## src/rtl/stack_arbiter_if.sv

```systemverilog
// Client/engine-facing bundle of the stack arbiter: two requesters plus the stack engine command/status.
interface stack_arbiter_if #(
   parameter int unsigned DW = 8
);
   logic          req_a;
   logic          op_a;
   logic [DW-1:0] wdata_a;
   logic          ack_a;
   logic [DW-1:0] rdata_a;
   logic          err_a;

   logic          req_b;
   logic          op_b;
   logic [DW-1:0] wdata_b;
   logic          ack_b;
   logic [DW-1:0] rdata_b;
   logic          err_b;

   logic          stk_push;
   logic          stk_pop;
   logic [DW-1:0] stk_wdata;
   logic [DW-1:0] stk_rdata;
   logic          stk_done;
   logic          stk_empty;
   logic          stk_full;

   logic          busy;
   logic          timeout_flag;

   // Arbiter side
   modport slave (
      input  req_a, op_a, wdata_a, req_b, op_b, wdata_b,
      input  stk_rdata, stk_done, stk_empty, stk_full,
      output ack_a, rdata_a, err_a, ack_b, rdata_b, err_b,
      output stk_push, stk_pop, stk_wdata, busy, timeout_flag
   );

   // Requesters and stack engine side
   modport master (
      output req_a, op_a, wdata_a, req_b, op_b, wdata_b,
      output stk_rdata, stk_done, stk_empty, stk_full,
      input  ack_a, rdata_a, err_a, ack_b, rdata_b, err_b,
      input  stk_push, stk_pop, stk_wdata, busy, timeout_flag
   );
endinterface

```

## src/rtl/stack_arbiter.sv

```systemverilog
// Round-robin arbiter sharing one LIFO stack engine between requesters A and B,
// with full/empty pre-check, single-cycle command pulses and a completion timeout.
module stack_arbiter #(
   parameter int unsigned DW      = 8,
   parameter int unsigned TIMEOUT = 15
) (
   input logic           clk,
   input logic           rst_n,
   stack_arbiter_if.slave bus
);
   localparam int unsigned CW = 8;

   typedef enum logic [1:0] {S_IDLE, S_ISSUE, S_WAIT, S_RESP} state_t;

   state_t        r_state,   w_state_nx;
   logic          r_gnt_b,   w_gnt_b_nx;
   logic          r_op,      w_op_nx;
   logic          r_rr_b,    w_rr_b_nx;
   logic [CW-1:0] r_cnt,     w_cnt_nx;
   logic          r_ack_a,   w_ack_a_nx;
   logic          r_ack_b,   w_ack_b_nx;
   logic          r_err_a,   w_err_a_nx;
   logic          r_err_b,   w_err_b_nx;
   logic          r_push,    w_push_nx;
   logic          r_pop,     w_pop_nx;
   logic          r_busy,    w_busy_nx;
   logic          r_tflag,   w_tflag_nx;
   logic [DW-1:0] r_rdata_a, w_rdata_a_nx;
   logic [DW-1:0] r_rdata_b, w_rdata_b_nx;
   logic [DW-1:0] r_wdata,   w_wdata_nx;

   // Winner selection: a lone requester wins, a tie goes to the rr pointer
   logic          w_sel_b;
   logic          w_sel_op;
   logic [DW-1:0] w_sel_wdata;
   logic          w_reject;

   assign w_sel_b     = bus.req_b & (~bus.req_a | r_rr_b);
   assign w_sel_op    = w_sel_b ? bus.op_b : bus.op_a;
   assign w_sel_wdata = w_sel_b ? bus.wdata_b : bus.wdata_a;
   assign w_reject    = w_sel_op ? bus.stk_full : bus.stk_empty;

   always_ff @(posedge clk or negedge rst_n) begin
      if (!rst_n) begin
         r_state   <= S_IDLE;
         r_gnt_b   <= 1'b0;
         r_op      <= 1'b0;
         r_rr_b    <= 1'b0;
         r_cnt     <= '0;
         r_ack_a   <= 1'b0;
         r_ack_b   <= 1'b0;
         r_err_a   <= 1'b0;
         r_err_b   <= 1'b0;
         r_push    <= 1'b0;
         r_pop     <= 1'b0;
         r_busy    <= 1'b0;
         r_tflag   <= 1'b0;
         r_rdata_a <= '0;
         r_rdata_b <= '0;
         r_wdata   <= '0;
      end else begin
         r_state   <= w_state_nx;
         r_gnt_b   <= w_gnt_b_nx;
         r_op      <= w_op_nx;
         r_rr_b    <= w_rr_b_nx;
         r_cnt     <= w_cnt_nx;
         r_ack_a   <= w_ack_a_nx;
         r_ack_b   <= w_ack_b_nx;
         r_err_a   <= w_err_a_nx;
         r_err_b   <= w_err_b_nx;
         r_push    <= w_push_nx;
         r_pop     <= w_pop_nx;
         r_busy    <= w_busy_nx;
         r_tflag   <= w_tflag_nx;
         r_rdata_a <= w_rdata_a_nx;
         r_rdata_b <= w_rdata_b_nx;
         r_wdata   <= w_wdata_nx;
      end
   end

   // Next state and next values of every registered output
   always_comb begin
      w_state_nx   = r_state;
      w_gnt_b_nx   = r_gnt_b;
      w_op_nx      = r_op;
      w_rr_b_nx    = r_rr_b;
      w_cnt_nx     = r_cnt;
      w_ack_a_nx   = 1'b0;
      w_ack_b_nx   = 1'b0;
      w_err_a_nx   = 1'b0;
      w_err_b_nx   = 1'b0;
      w_push_nx    = 1'b0;
      w_pop_nx     = 1'b0;
      w_tflag_nx   = r_tflag;
      w_rdata_a_nx = r_rdata_a;
      w_rdata_b_nx = r_rdata_b;
      w_wdata_nx   = r_wdata;

      unique case (r_state)
         S_IDLE: begin
            if (bus.req_a | bus.req_b) begin
               w_gnt_b_nx = w_sel_b;
               w_op_nx    = w_sel_op;
               if (w_reject) begin
                  w_state_nx = S_RESP;
                  w_ack_a_nx = ~w_sel_b;
                  w_ack_b_nx = w_sel_b;
                  w_err_a_nx = ~w_sel_b;
                  w_err_b_nx = w_sel_b;
                  if (!w_sel_op) begin
                     if (w_sel_b) w_rdata_b_nx = '0;
                     else         w_rdata_a_nx = '0;
                  end
               end else begin
                  w_state_nx = S_ISSUE;
                  w_push_nx  = w_sel_op;
                  w_pop_nx   = ~w_sel_op;
                  w_cnt_nx   = '0;
                  if (w_sel_op) w_wdata_nx = w_sel_wdata;
               end
            end
         end
         // Engine completion during the command cycle is not honoured
         S_ISSUE: w_state_nx = S_WAIT;
         S_WAIT: begin
            if (bus.stk_done) begin
               w_state_nx = S_RESP;
               w_ack_a_nx = ~r_gnt_b;
               w_ack_b_nx = r_gnt_b;
               if (!r_op) begin
                  if (r_gnt_b) w_rdata_b_nx = bus.stk_rdata;
                  else         w_rdata_a_nx = bus.stk_rdata;
               end
            end else if (r_cnt == CW'(TIMEOUT - 1)) begin
               w_state_nx = S_RESP;
               w_ack_a_nx = ~r_gnt_b;
               w_ack_b_nx = r_gnt_b;
               w_err_a_nx = ~r_gnt_b;
               w_err_b_nx = r_gnt_b;
               w_tflag_nx = 1'b1;
            end else begin
               w_cnt_nx = r_cnt + CW'(1);
            end
         end
         S_RESP: begin
            w_state_nx = S_IDLE;
            w_rr_b_nx  = ~r_gnt_b;
         end
         default: w_state_nx = S_IDLE;
      endcase

      w_busy_nx = (w_state_nx != S_IDLE);
   end

   assign bus.ack_a        = r_ack_a;
   assign bus.ack_b        = r_ack_b;
   assign bus.err_a        = r_err_a;
   assign bus.err_b        = r_err_b;
   assign bus.rdata_a      = r_rdata_a;
   assign bus.rdata_b      = r_rdata_b;
   assign bus.stk_push     = r_push;
   assign bus.stk_pop      = r_pop;
   assign bus.stk_wdata    = r_wdata;
   assign bus.busy         = r_busy;
   assign bus.timeout_flag = r_tflag;
endmodule

```

## src/flat_wrapper.sv

```systemverilog
// flat-port wrapper written by rule: the top's interface ports become plain ports
module stack_arbiter_flat 
#(
   parameter int unsigned DW      = 8,
   parameter int unsigned TIMEOUT = 15
)
  (clk, rst_n, bus_req_a, bus_op_a, bus_wdata_a, bus_req_b, bus_op_b, bus_wdata_b, bus_stk_rdata, bus_stk_done, bus_stk_empty, bus_stk_full, bus_ack_a, bus_rdata_a, bus_err_a, bus_ack_b, bus_rdata_b, bus_err_b, bus_stk_push, bus_stk_pop, bus_stk_wdata, bus_busy, bus_timeout_flag);
  stack_arbiter_if #(.DW(DW)) bus_i ();
  input logic clk;
  input logic rst_n;
  input wire logic [$bits(bus_i.req_a)-1:0] bus_req_a;
  input wire logic [$bits(bus_i.op_a)-1:0] bus_op_a;
  input wire logic [$bits(bus_i.wdata_a)-1:0] bus_wdata_a;
  input wire logic [$bits(bus_i.req_b)-1:0] bus_req_b;
  input wire logic [$bits(bus_i.op_b)-1:0] bus_op_b;
  input wire logic [$bits(bus_i.wdata_b)-1:0] bus_wdata_b;
  input wire logic [$bits(bus_i.stk_rdata)-1:0] bus_stk_rdata;
  input wire logic [$bits(bus_i.stk_done)-1:0] bus_stk_done;
  input wire logic [$bits(bus_i.stk_empty)-1:0] bus_stk_empty;
  input wire logic [$bits(bus_i.stk_full)-1:0] bus_stk_full;
  output wire logic [$bits(bus_i.ack_a)-1:0] bus_ack_a;
  output wire logic [$bits(bus_i.rdata_a)-1:0] bus_rdata_a;
  output wire logic [$bits(bus_i.err_a)-1:0] bus_err_a;
  output wire logic [$bits(bus_i.ack_b)-1:0] bus_ack_b;
  output wire logic [$bits(bus_i.rdata_b)-1:0] bus_rdata_b;
  output wire logic [$bits(bus_i.err_b)-1:0] bus_err_b;
  output wire logic [$bits(bus_i.stk_push)-1:0] bus_stk_push;
  output wire logic [$bits(bus_i.stk_pop)-1:0] bus_stk_pop;
  output wire logic [$bits(bus_i.stk_wdata)-1:0] bus_stk_wdata;
  output wire logic [$bits(bus_i.busy)-1:0] bus_busy;
  output wire logic [$bits(bus_i.timeout_flag)-1:0] bus_timeout_flag;
  assign bus_i.req_a = bus_req_a;
  assign bus_i.op_a = bus_op_a;
  assign bus_i.wdata_a = bus_wdata_a;
  assign bus_i.req_b = bus_req_b;
  assign bus_i.op_b = bus_op_b;
  assign bus_i.wdata_b = bus_wdata_b;
  assign bus_i.stk_rdata = bus_stk_rdata;
  assign bus_i.stk_done = bus_stk_done;
  assign bus_i.stk_empty = bus_stk_empty;
  assign bus_i.stk_full = bus_stk_full;
  assign bus_ack_a = bus_i.ack_a;
  assign bus_rdata_a = bus_i.rdata_a;
  assign bus_err_a = bus_i.err_a;
  assign bus_ack_b = bus_i.ack_b;
  assign bus_rdata_b = bus_i.rdata_b;
  assign bus_err_b = bus_i.err_b;
  assign bus_stk_push = bus_i.stk_push;
  assign bus_stk_pop = bus_i.stk_pop;
  assign bus_stk_wdata = bus_i.stk_wdata;
  assign bus_busy = bus_i.busy;
  assign bus_timeout_flag = bus_i.timeout_flag;
  stack_arbiter #(.DW(DW), .TIMEOUT(TIMEOUT)) u_core (.clk(clk), .rst_n(rst_n), .bus(bus_i));
endmodule
```

## config.mk

```make
export PLATFORM = sky130hd
export DESIGN_NAME = stack_arbiter_flat
export DESIGN_NICKNAME = d
export VERILOG_FILES = /design/src/rtl/stack_arbiter_if.sv /design/src/rtl/stack_arbiter.sv /design/src/flat_wrapper.sv
export SDC_FILE = /design/constraint.sdc
export NUM_CORES = 1
export LEC_CHECK = 0
export BUFFER_PORTS_ARGS = -buffer_cell sky130_fd_sc_hd__buf_2
export CORE_MARGIN = 8
export CORE_UTILIZATION = 54
export DETAILED_ROUTE_END_ITERATION = 6
export PLACE_DENSITY_LB_ADDON = 0.12
export SLEW_MARGIN = 20
export SYNTH_ARGS = -nofsm -noshare
export SYNTH_HDL_FRONTEND = slang
export SYNTH_SLANG_ARGS = --single-unit
```

## constraint.sdc

```tcl
create_clock -name clk -period 3.5 [get_ports clk]
set_clock_uncertainty 0.15 [all_clocks]
set_input_delay 0.525 -clock clk [delete_from_list [all_inputs] [get_ports clk]]
set_output_delay 0.525 -clock clk [all_outputs]
set_load 0.005 [all_outputs]
```

==> results of run 1 <==
-- area by class of cell --
type / instances / area, um^2 / area share [%]
Inverter: 5 / 18.8 / 0.726
Timing Repair Buffer: 65 / 330 / 12.8
Clock inverter: 2 / 38.8 / 1.50
Tap cell: 48 / 60.1 / 2.32
Multi-Input combinational cell: 135 / 938 / 36.3
Clock buffer: 6 / 72.6 / 2.81
Sequential cell: 45 / 1130 / 43.6
-- how the worst max path moves through the flow --
stage	to	slack, ns	cells past startpoint	from
finish	u_core.r_cnt[1]$_DFFE_PN0P_	1.11	4	u_core.r_state[1]$_DFF_PN0_
global route	u_core.r_cnt[3]$_DFFE_PN0P_	0.91	4	u_core.r_state[1]$_DFF_PN0_
CTS	u_core.r_cnt[7]$_DFFE_PN0P_	1.12	4	u_core.r_state[1]$_DFF_PN0_
detailed placement	u_core.r_cnt[6]$_DFFE_PN0P_	1.04	5	bus_stk_done
global placement	u_core.bus.rdata_b[2]$_DFFE_PN0P_	1.12	6	bus_req_a
floorplan	u_core.bus.rdata_a[0]$_DFFE_PN0P_	1.39	5	bus_req_a
-- state kept, by name, summed over array words and instances, names as in the netlist --
| signal | count |
|---|---|
| u_core.bus.ack_a | 1 |
| u_core.bus.ack_b | 1 |
| u_core.bus.busy | 1 |
| u_core.bus.err_a | 1 |
| u_core.bus.err_b | 1 |
| u_core.bus.rdata_a | 8 |
| u_core.bus.rdata_b | 8 |
| u_core.bus.stk_pop | 1 |
| u_core.bus.stk_push | 1 |
| u_core.bus.stk_wdata | 8 |
| u_core.bus.timeout_flag | 1 |
| u_core.r_cnt | 8 |
| u_core.r_gnt_b | 1 |
| u_core.r_op | 1 |
| u_core.r_rr_b | 1 |
| u_core.r_state | 2 |
-- cell families after synthesis --
family,count (synthesis),synth area share (%)
buffers and inverters,9,1.84
DFF,45,53.5
AOI/OAI and AO/OA,41,14.8
adders and majority gates,2,1.19
muxes,21,11.1
and+or+nand+nor,71,17.5
-- metal layers --
metal	global-route usage (%)	up-vias	wire length, um
met5	0	-	0
met4	6.67	0	74
met3	6.15	8	371
met2	25.3	55	2220
met1	19.2	795	2070
li1	-	816	-
-- synth_stat cells, drive strengths merged, types with 3 or more instances --
cell / number
nand3: 3
inv: 5
a21oi: 7
a31oi: 14
nor2: 16
nor3: 3
nor4: 3
dfrtp: 45
and2: 11
mux2: 19
o21ai: 6
nand2: 24
nand2b: 4
-- per-stage QoR --
| step | power [mW] | hold WS, ns | instances | instance area, um^2 |
|---|---|---|---|---|
| 3_5_place_dp | 1.69 | 0.297 | 298 | 2470 |
| 3_3_place_gp | 1.67 | 0.294 | 298 | 2470 |
| 2_1_floorplan | 1.38 | 0.0794 | 189 | 2100 |
| 5_1_grt | 2.22 | 0.101 | 306 | 2580 |
| 6_report | 2.06 | 0.0528 | 306 | 2580 |
| 4_1_cts | 2.08 | 0.254 | 306 | 2580 |
-- layout by cell type (no fill, tap or decap), types with 3 or more instances in the layout --
cell type  instances
nand3_1            3
buf_2             63
nand2b_1           4
nand2_1           24
nor2_1            15
inv_1              5
a21oi_1            7
a31oi_1           14
nor3_1             3
mux2_2            18
dfrtp_1           45
and2_1            11
clkbuf_8           5
o21ai_0            5
-- power by group --
group	total (mW)	switching (mW)	leakage [nW]	internal, mW
registers	0.879	0.152	0.567	0.727
clock network	0.386	0.172	0.0554	0.214
logic	0.796	0.407	0.633	0.390
total	2.06	0.730	1.25	1.33
==> impl_metrics.json, run 1 <==
{
  "cp.arrival_ns": 2.39,
  "hold_class": "input port to async pin",
  "setup_viol": 0,
  "hold_viol_final": 0,
  "clockBufferDepth": 2,
  "cts_resized": 0,
  "drv_slew": 0,
  "required_ns": 3.49,
  "fmax_ghz": 0.418,
  "setup_ws_ns": 1.11,
  "clk_pin_slew_ns": 0.09,
  "layout_worst_path_cycle_share_pct": 68.4,
  "drt-pass1-iter-count": 4,
  "nets": 292,
  "reg2reg_depth": 4,
  "synth_area_leaders": "dfrtp_1 54%, mux2_2 9.6%, nand2_1 4.3%",
  "ys_ff_latch": 45,
  "critPathLaunchType": "register",
  "drt-total-wl_mm": 4.73,
  "diodes": 0,
  "syn_area_um2": 2100,
  "relSlewSlack_pct": 38.8,
  "run_status": "finished clean",
  "drv_cap": 0,
  "tns_ns": 0,
  "crit_type": "register to register",
  "async_flop_share_pct": 100,
  "crit_buf_inv": 0,
  "cts_hold_buf": 0,
  "grt.total_usage_pct": 16.0,
  "netlist.area_leader.share_pct": 53.5,
  "rsz0062_at_grt": "false",
  "ios": 65,
  "worstPathCellList": "nor3b_1 -> o41ai_1 -> a211oi_2 -> o22ai_1",
  "avgSynthCellArea_um2": 11.1,
  "drc": 0,
  "die_area_um2": 6150,
  "cp_max_fo": 13,
  "worstSkewPairLatency_ns": 0.30,
  "final.fill_count": 306,
  "ir_worst_vdd_mv": 0.394,
  "r2r_start": "u_core.r_state[1]$_DFF_PN0_",
  "coreArea_um2": 3720,
  "syn_nets": 224,
  "synth_ff_type": "dfrtp_1",
  "grt_max_degree": 46,
  "cp-end-kind": "register",
  "grt_pass1_vias": 1694,
  "start_util_pct": 56.6,
  "antenna_found_initial": 0,
  "cpMaxStageDelayCell": "a211oi_2",
  "synth-edff-count": 0,
  "yosysSeqAreaShare_pct": 53.5,
  "vias_per_cell": 5.47,
  "rrSetupSlack_ns": 1.11,
  "cts_max_level": 2,
  "finish.utilization_pct": 69.6,
  "dp_slack_ns": 1.04,
  "p_per_area_nw_per_um2": 797,
  "synthCells": 189,
  "cpLargestDelayFamily": "compound AO/OA/AOI/OAI gates",
  "drive_above_1_share_pct": 38.4,
  "gr-total-overflow": 0,
  "yosys.area.top_type": "dfrtp_1",
  "cts_tree": "built",
  "power.leakage_nw": 1.25,
  "place_congestion": 0.800,
  "worst_pin_slew_ns": 0.907,
  "cts_root_buffer": "clkbuf_8",
  "clock_sinks": 45,
  "dieWidth_um": 78.4,
  "reg2reg_to": "u_core.r_cnt[1]$_DFFE_PN0P_",
  "hpwl_mm": 3.48,
  "rows": 22,
  "cpPeakStageDelay_ns": 0.56,
  "post_cts_buffers": 0,
  "antenna_left": 0,
  "grt_pass1_wl_mm": 7.96,
  "drtIter0Drc": 92,
  "vias": 1674,
  "cts_buffers": 5,
  "yosys_warnings": 0,
  "port_buffers": 64,
  "detail_route.wl_per_cell_um": 15.5,
  "ys_types": 38,
  "area_delta_synth_final_pct": 22.9,
  "min_period_ns": 2.39,
  "die_y_um": 78.4
}
(Power assumes the default switching activity.)
==> run 2, diff against run 1 <==
ABC_AREA = 1   (was unset)
CORE_UTILIZATION = 47   (was 54)
clock period = 2 ns   (was 3.5 ns; I/O delays follow)
==> run 2 against run 1 <==
  * Setup slack lost 0.88 ns
  * Core utilization is 12 points lower
  * Synthesized area rose by 15%
  * Sequential power rose by 57%
  * Final cell count rose by 38%
  * Hold slack improved by 0.047 ns
==> impl_metrics.json, run 2 <==
{
  "run_status": "finished clean",
  "worstPathCellList": "nand2_4 -> inv_6 -> o21a_4 -> a21oi_4 -> nand3_4 -> nand2_1 -> nand2_1",
  "dieWidth_um": 87.9,
  "worst_pin_slew_ns": 0.524,
  "clockBufferDepth": 2,
  "gr-total-overflow": 0,
  "yosysMostFrequentCell": "nand2_1",
  "rows": 26,
  "area_delta_synth_final_pct": 19.9,
  "synth-edff-count": 0,
  "nets": 386,
  "synth_compound_area_share_pct": 9.02,
  "die_y_um": 87.9,
  "cts_max_level": 2,
  "yosys_warnings": 0,
  "avgSynthCellArea_um2": 8.61,
  "min_period_ns": 1.77,
  "ir_worst_vdd_mv": 0.839,
  "antenna_left": 0,
  "synth_top_family_by_area": "simple AND/OR/NAND/NOR gates",
  "vias_per_cell": 4.85,
  "syn_nets": 317,
  "cp_max_fo": 14,
  "required_ns": 2.03,
  "p_per_area_nw_per_um2": 1260,
  "cp.arrival_ns": 1.80,
  "ys_ff_latch": 45,
  "layout_common_cells": "84 x nand2_1, 64 x buf_2, 45 x dfrtp_1",
  "synth_ff_type": "dfrtp_1",
  "cpMaxStageDelayCell": "dfrtp_1",
  "ios": 65,
  "coreArea_um2": 5040,
  "ys_types": 34,
  "yosys.area.top_type": "dfrtp_1",
  "netlist.area_leader.share_pct": 46.4,
  "drc": 0,
  "layout_worst_path_cycle_share_pct": 88.6,
  "relSlewSlack_pct": 65.1,
  "syn_area_um2": 2430,
  "cts_root_buffer": "clkbuf_8",
  "post_dp_cell_area_um2": 2820,
  "clk_pin_slew_ns": 0.08,
  "cts_resized": 0,
  "worstSkewPairLatency_ns": 0.29,
  "diodes": 0,
  "place_congestion": 0.847,
  "cpPeakStageDelay_ns": 0.48,
  "final_common_cell": "nand2_1",
  "drtIter0Drc": 102,
  "drt-total-wl_mm": 5.51,
  "hold_class": "input port to register",
  "detail_route.wl_per_cell_um": 13.1,
  "die_area_um2": 7720,
  "clock_sinks": 45,
  "crit_buf_inv": 1,
  "synthXorXnorAreaFrac_pct": 0,
  "rsz0062_at_grt": "false",
  "grt_max_degree": 25,
  "synthCells": 282,
  "power.leakage_nw": 1.60,
  "synthSimpleGateAreaFrac_pct": 37.6,
  "design_area_um2": 2910,
  "crit_type": "register to register",
  "synthAdderAreaFrac_pct": 1.03,
  "drv_slew": 0,
  "synth_area_leaders": "dfrtp_1 46%, nand2_1 13%, nand4_1 4.1%",
  "hpwl_mm": 4.29,
  "fmax_ghz": 0.564,
  "cts_hold_buf": 1,
  "grt.total_usage_pct": 15.5,
  "drt-pass1-iter-count": 4,
  "critPathLaunchType": "register",
  "start_util_pct": 48.2,
  "post_cts_buffers": 0,
  "cts_tree": "built",
  "port_buffers": 64,
  "vias": 2047,
  "cpLargestDelayFamily": "simple AND/OR/NAND/NOR gates",
  "synth_mux_area_share_pct": 0,
  "crit_top_cell": "nand2_1",
  "rrSetupSlack_ns": 0.23,
  "cp-end-kind": "register",
  "drv_cap": 0,
  "synthTopCellsByCount": "84 x nand2_1, 45 x dfrtp_1, 23 x inv_1",
  "cts_buffers": 5,
  "drive_above_1_share_pct": 32.7,
  "tns_ns": 0,
  "async_flop_share_pct": 100,
  "yosysSeqAreaShare_pct": 46.4,
  "setup_viol": 0,
  "grt_pass1_wl_mm": 9.52,
  "hold_viol_final": 0,
  "grt_pass1_vias": 2062,
  "antenna_found_initial": 0,
  "power.total_mw": 3.66
}
==> run 2: area by class of cell <==
type	instances	area [um^2]
fillers	500	2130
multi-input cells	204	1160
flip-flops and latches	45	1130
clock buffers	6	72.6
repair buffers	68	353
inverters	27	106
well taps	70	87.6
clock inverters	2	10.0
==> run 2: path summary, 6_finish.rpt <==
kind	startpoint	end	cells after the start
max in group asynchronous	rst_n	u_core.r_cnt[0]$_DFFE_PN0P_	3
min in group asynchronous	rst_n	u_core.bus.rdata_b[7]$_DFFE_PN0P_	2
hold / removal	bus_wdata_b[5]	u_core.bus.stk_wdata[5]$_DFFE_PN0P_	3
setup / recovery	u_core.r_state[1]$_DFF_PN0_	u_core.bus.rdata_b[1]$_DFFE_PN0P_	7
hold reg to reg	u_core.bus.timeout_flag$_DFFE_PN0P_	u_core.bus.timeout_flag$_DFFE_PN0P_	2
setup reg to reg	u_core.r_state[1]$_DFF_PN0_	u_core.bus.rdata_b[1]$_DFFE_PN0P_	7
==> run 2: worst reg2reg max path: cells and delay by family, from the launching register on <==
family,cells,cell delay [ns]
flip-flops,1,0.48
AO/OA/AOI/OAI,2,0.41
buffers and inverters,1,0.09
AND/OR/NAND/NOR,4,0.54
==> run 2: per-stage QoR <==
stage / setup WS [ns] / utilization (%) / std cells / hold WS (ns)
after floorplan: 0.482 / - / 282 / -0.146
after global placement: 0.227 / 55.9 / 413 / 0.160
after detailed placement: 0.216 / 55.9 / 413 / 0.162
after CTS: 0.212 / 57.8 / 422 / 0.0957
after global routing: 0.0782 / 57.8 / 422 / 0.0904
final: 0.228 / 57.8 / 422 / 0.100
==> run 2: cells by family (layout without fill, tap and decap cells) <==
| kind of cell | count (synthesis) | in the layout |
|---|---|---|
| AOI/OAI and AO/OA | 29 | 29 |
| adders and majority gates | 2 | 2 |
| buffers and inverters | 33 | 103 |
| DFF | 45 | 45 |
| and+or+nand+nor | 173 | 173 |
==> run 2: layer usage <==
layer	wire length (um)	vias up	GRT usage, %
li1	-	1055	-
met5	0	-	0
met3	314	5	3.85
met1	2610	924	20.2
met4	53	0	3.75
met2	2530	63	25.0
==> run 2: report_power, final <==
| part | internal [mW] | switching [mW] |
|---|---|---|
| logic | 0.623 | 1.12 |
| registers | 1.19 | 0.182 |
| clock network | 0.243 | 0.297 |
==> run 3, diff against run 2 <==
CORE_MARGIN = 2   (was 8)
==> run 3 against run 2 <==
  * Sequential share of layout area shrank 0.20 points
  * Sequential power is essentially flat
  * Via count grew 1.2%
  * Cell area grew 0.52%
  * Highest routed layer unchanged
==> impl_metrics.json, run 3 (synthesized netlist as in run 2, its figures left out) <==
{
  "detail_route.wl_per_cell_um": 12.6,
  "holdPathStages": 3,
  "tns_ns": 0,
  "grt.total_usage_pct": 19.8,
  "cp.arrival_ns": 1.84,
  "rsz0062_at_grt": "false",
  "final.fill_count": 517,
  "gr-total-overflow": 0,
  "grt_util_met3_pct": 4.50,
  "cpPeakStageDelay_ns": 0.49,
  "grt_pass1_vias": 1912,
  "area_delta_synth_final_pct": 20.6,
  "hold_class": "input port to register",
  "fin_hold_ws_ns": 0.0994,
  "coreArea_um2": 5040,
  "rrSetupSlack_ns": 0.20,
  "drc": 0,
  "drv_slew": 0,
  "post_cts_buffers": 0,
  "min_period_ns": 1.80,
  "vias_per_cell": 4.91,
  "final_common_cell": "nand2_1",
  "vias": 2071,
  "cts_max_level": 2,
  "clockBufferDepth": 2,
  "worst_pin_slew_ns": 0.505,
  "worstPathCellList": "nand2_4 -> inv_6 -> o21a_4 -> a21oi_4 -> nand3_4 -> nand2_1 -> nand2_1",
  "post_dp_cell_area_um2": 2830,
  "dieWidth_um": 75.9,
  "fmax_ghz": 0.555,
  "grt-busiest-layer": "met2",
  "die_area_um2": 5760,
  "reg2reg_depth": 7,
  "diodes": 0,
  "place_congestion": 0.802,
  "grt_use_met2_pct": 32.1,
  "hpwl_mm": 3.94,
  "hold_viol_final": 0,
  "port_buffers": 64,
  "relSlewSlack_pct": 66.4,
  "ir_worst_vdd_mv": 0.669,
  "drv_cap": 0,
  "cp_max_fo": 14,
  "grt_pass1_wl_mm": 8.67,
  "run_status": "finished clean",
  "setup_viol": 0,
  "multiInputGateArea_um2": 1160,
  "crit_type": "register to register",
  "r2r_start": "u_core.r_state[1]$_DFF_PN0_",
  "design_area_um2": 2930,
  "clock_sinks": 45,
  "cp-end-kind": "register",
  "required_ns": 2.03,
  "grt_max_degree": 23,
  "ios": 65,
  "antenna_left": 0,
  "gr-usage-met1_pct": 27.0,
  "seqCellArea_um2": 1130,
  "crit_top_cell": "nand2_1",
  "antenna_found_initial": 0,
  "finish.utilization_pct": 58.1,
  "cpMaxStageDelayCell": "dfrtp_1",
  "drive_above_1_share_pct": 33.0,
  "die_y_um": 75.9,
  "p_per_area_nw_per_um2": 1270,
  "rows": 26,
  "power.leakage_nw": 1.61,
  "critPathLaunchType": "register",
  "clk_pin_slew_ns": 0.08,
  "drt-pass1-iter-count": 4,
  "drt-total-wl_mm": 5.31,
  "drtIter0Drc": 114,
  "layout_common_cells": "84 x nand2_1, 64 x buf_2, 45 x dfrtp_1",
  "reg2reg_to": "u_core.bus.rdata_b[0]$_DFFE_PN0P_",
  "cts_tree": "built",
  "worstSkewPairLatency_ns": 0.29,
  "start_util_pct": 48.2,
  "endpoint": "u_core.bus.rdata_b[0]$_DFFE_PN0P_",
  "nets": 387,
  "layout_worst_path_cycle_share_pct": 90.1,
  "startpoint": "u_core.r_state[1]$_DFF_PN0_",
  "cts_buffers": 5,
  "cts_root_buffer": "clkbuf_8"
}
[run 3: worst min-delay path by stage]
stage | startpoint | to
after floorplan | rst_n | u_core.bus.ack_a$_DFF_PN0_
after global placement | rst_n | u_core.r_cnt[3]$_DFFE_PN0P_
after detailed placement | rst_n | u_core.r_cnt[2]$_DFFE_PN0P_
after CTS | bus_wdata_b[3] | u_core.bus.stk_wdata[3]$_DFFE_PN0P_
after global routing | bus_wdata_b[2] | u_core.bus.stk_wdata[2]$_DFFE_PN0P_
final | bus_wdata_b[0] | u_core.bus.stk_wdata[0]$_DFFE_PN0P_
[run 3: routing by layer]
| metal | wire length, um | part of all wire, % |
|---|---|---|
| met1 | 2540 | 48 |
| met4 | 29 | 0.55 |
| met5 | 0 | 0 |
| met2 | 2560 | 48 |
| met3 | 175 | 3.3 |
[run 3: through the flow]
step                      instances  power, mW  setup WS, ns
after floorplan                 282       2.65         0.482
after global placement          414       3.14         0.264
after detailed placement        414       3.17         0.233
after CTS                       422       3.75         0.208
after global routing            422       4.02         0.104
final                           422       3.73         0.199
[run 3: power breakdown]
group,total (mW),internal (mW),switching (mW)
combinational,1.76,0.639,1.12
sequential,1.39,1.19,0.192
clock,0.579,0.274,0.305
[run 3: what timing repair did]
item / CTS / global route
endpoints found under the setup margin: 0 / 0
hold endpoints to repair: 20 / 0
gates resized for setup: 0 / 0
hold buffers: 1 / 0
[run 3: area by class of cell]
class                   count  area share (%)
clock buffers               6            2.82
clock inverters             1           0.256
inverters                  27            3.63
multi-input cells         204            39.5
flip-flops and latches     45            38.5
well taps                  70            2.99
repair buffers             69            12.3
[run 3: worst max-delay path, delay by kind of cell, from the launching register on]
family                 cells  cell delay [ns]
AOI/OAI and AO/OA          2             0.41
buffers and inverters      1             0.09
and+or+nand+nor            4             0.55
DFF                        1             0.49
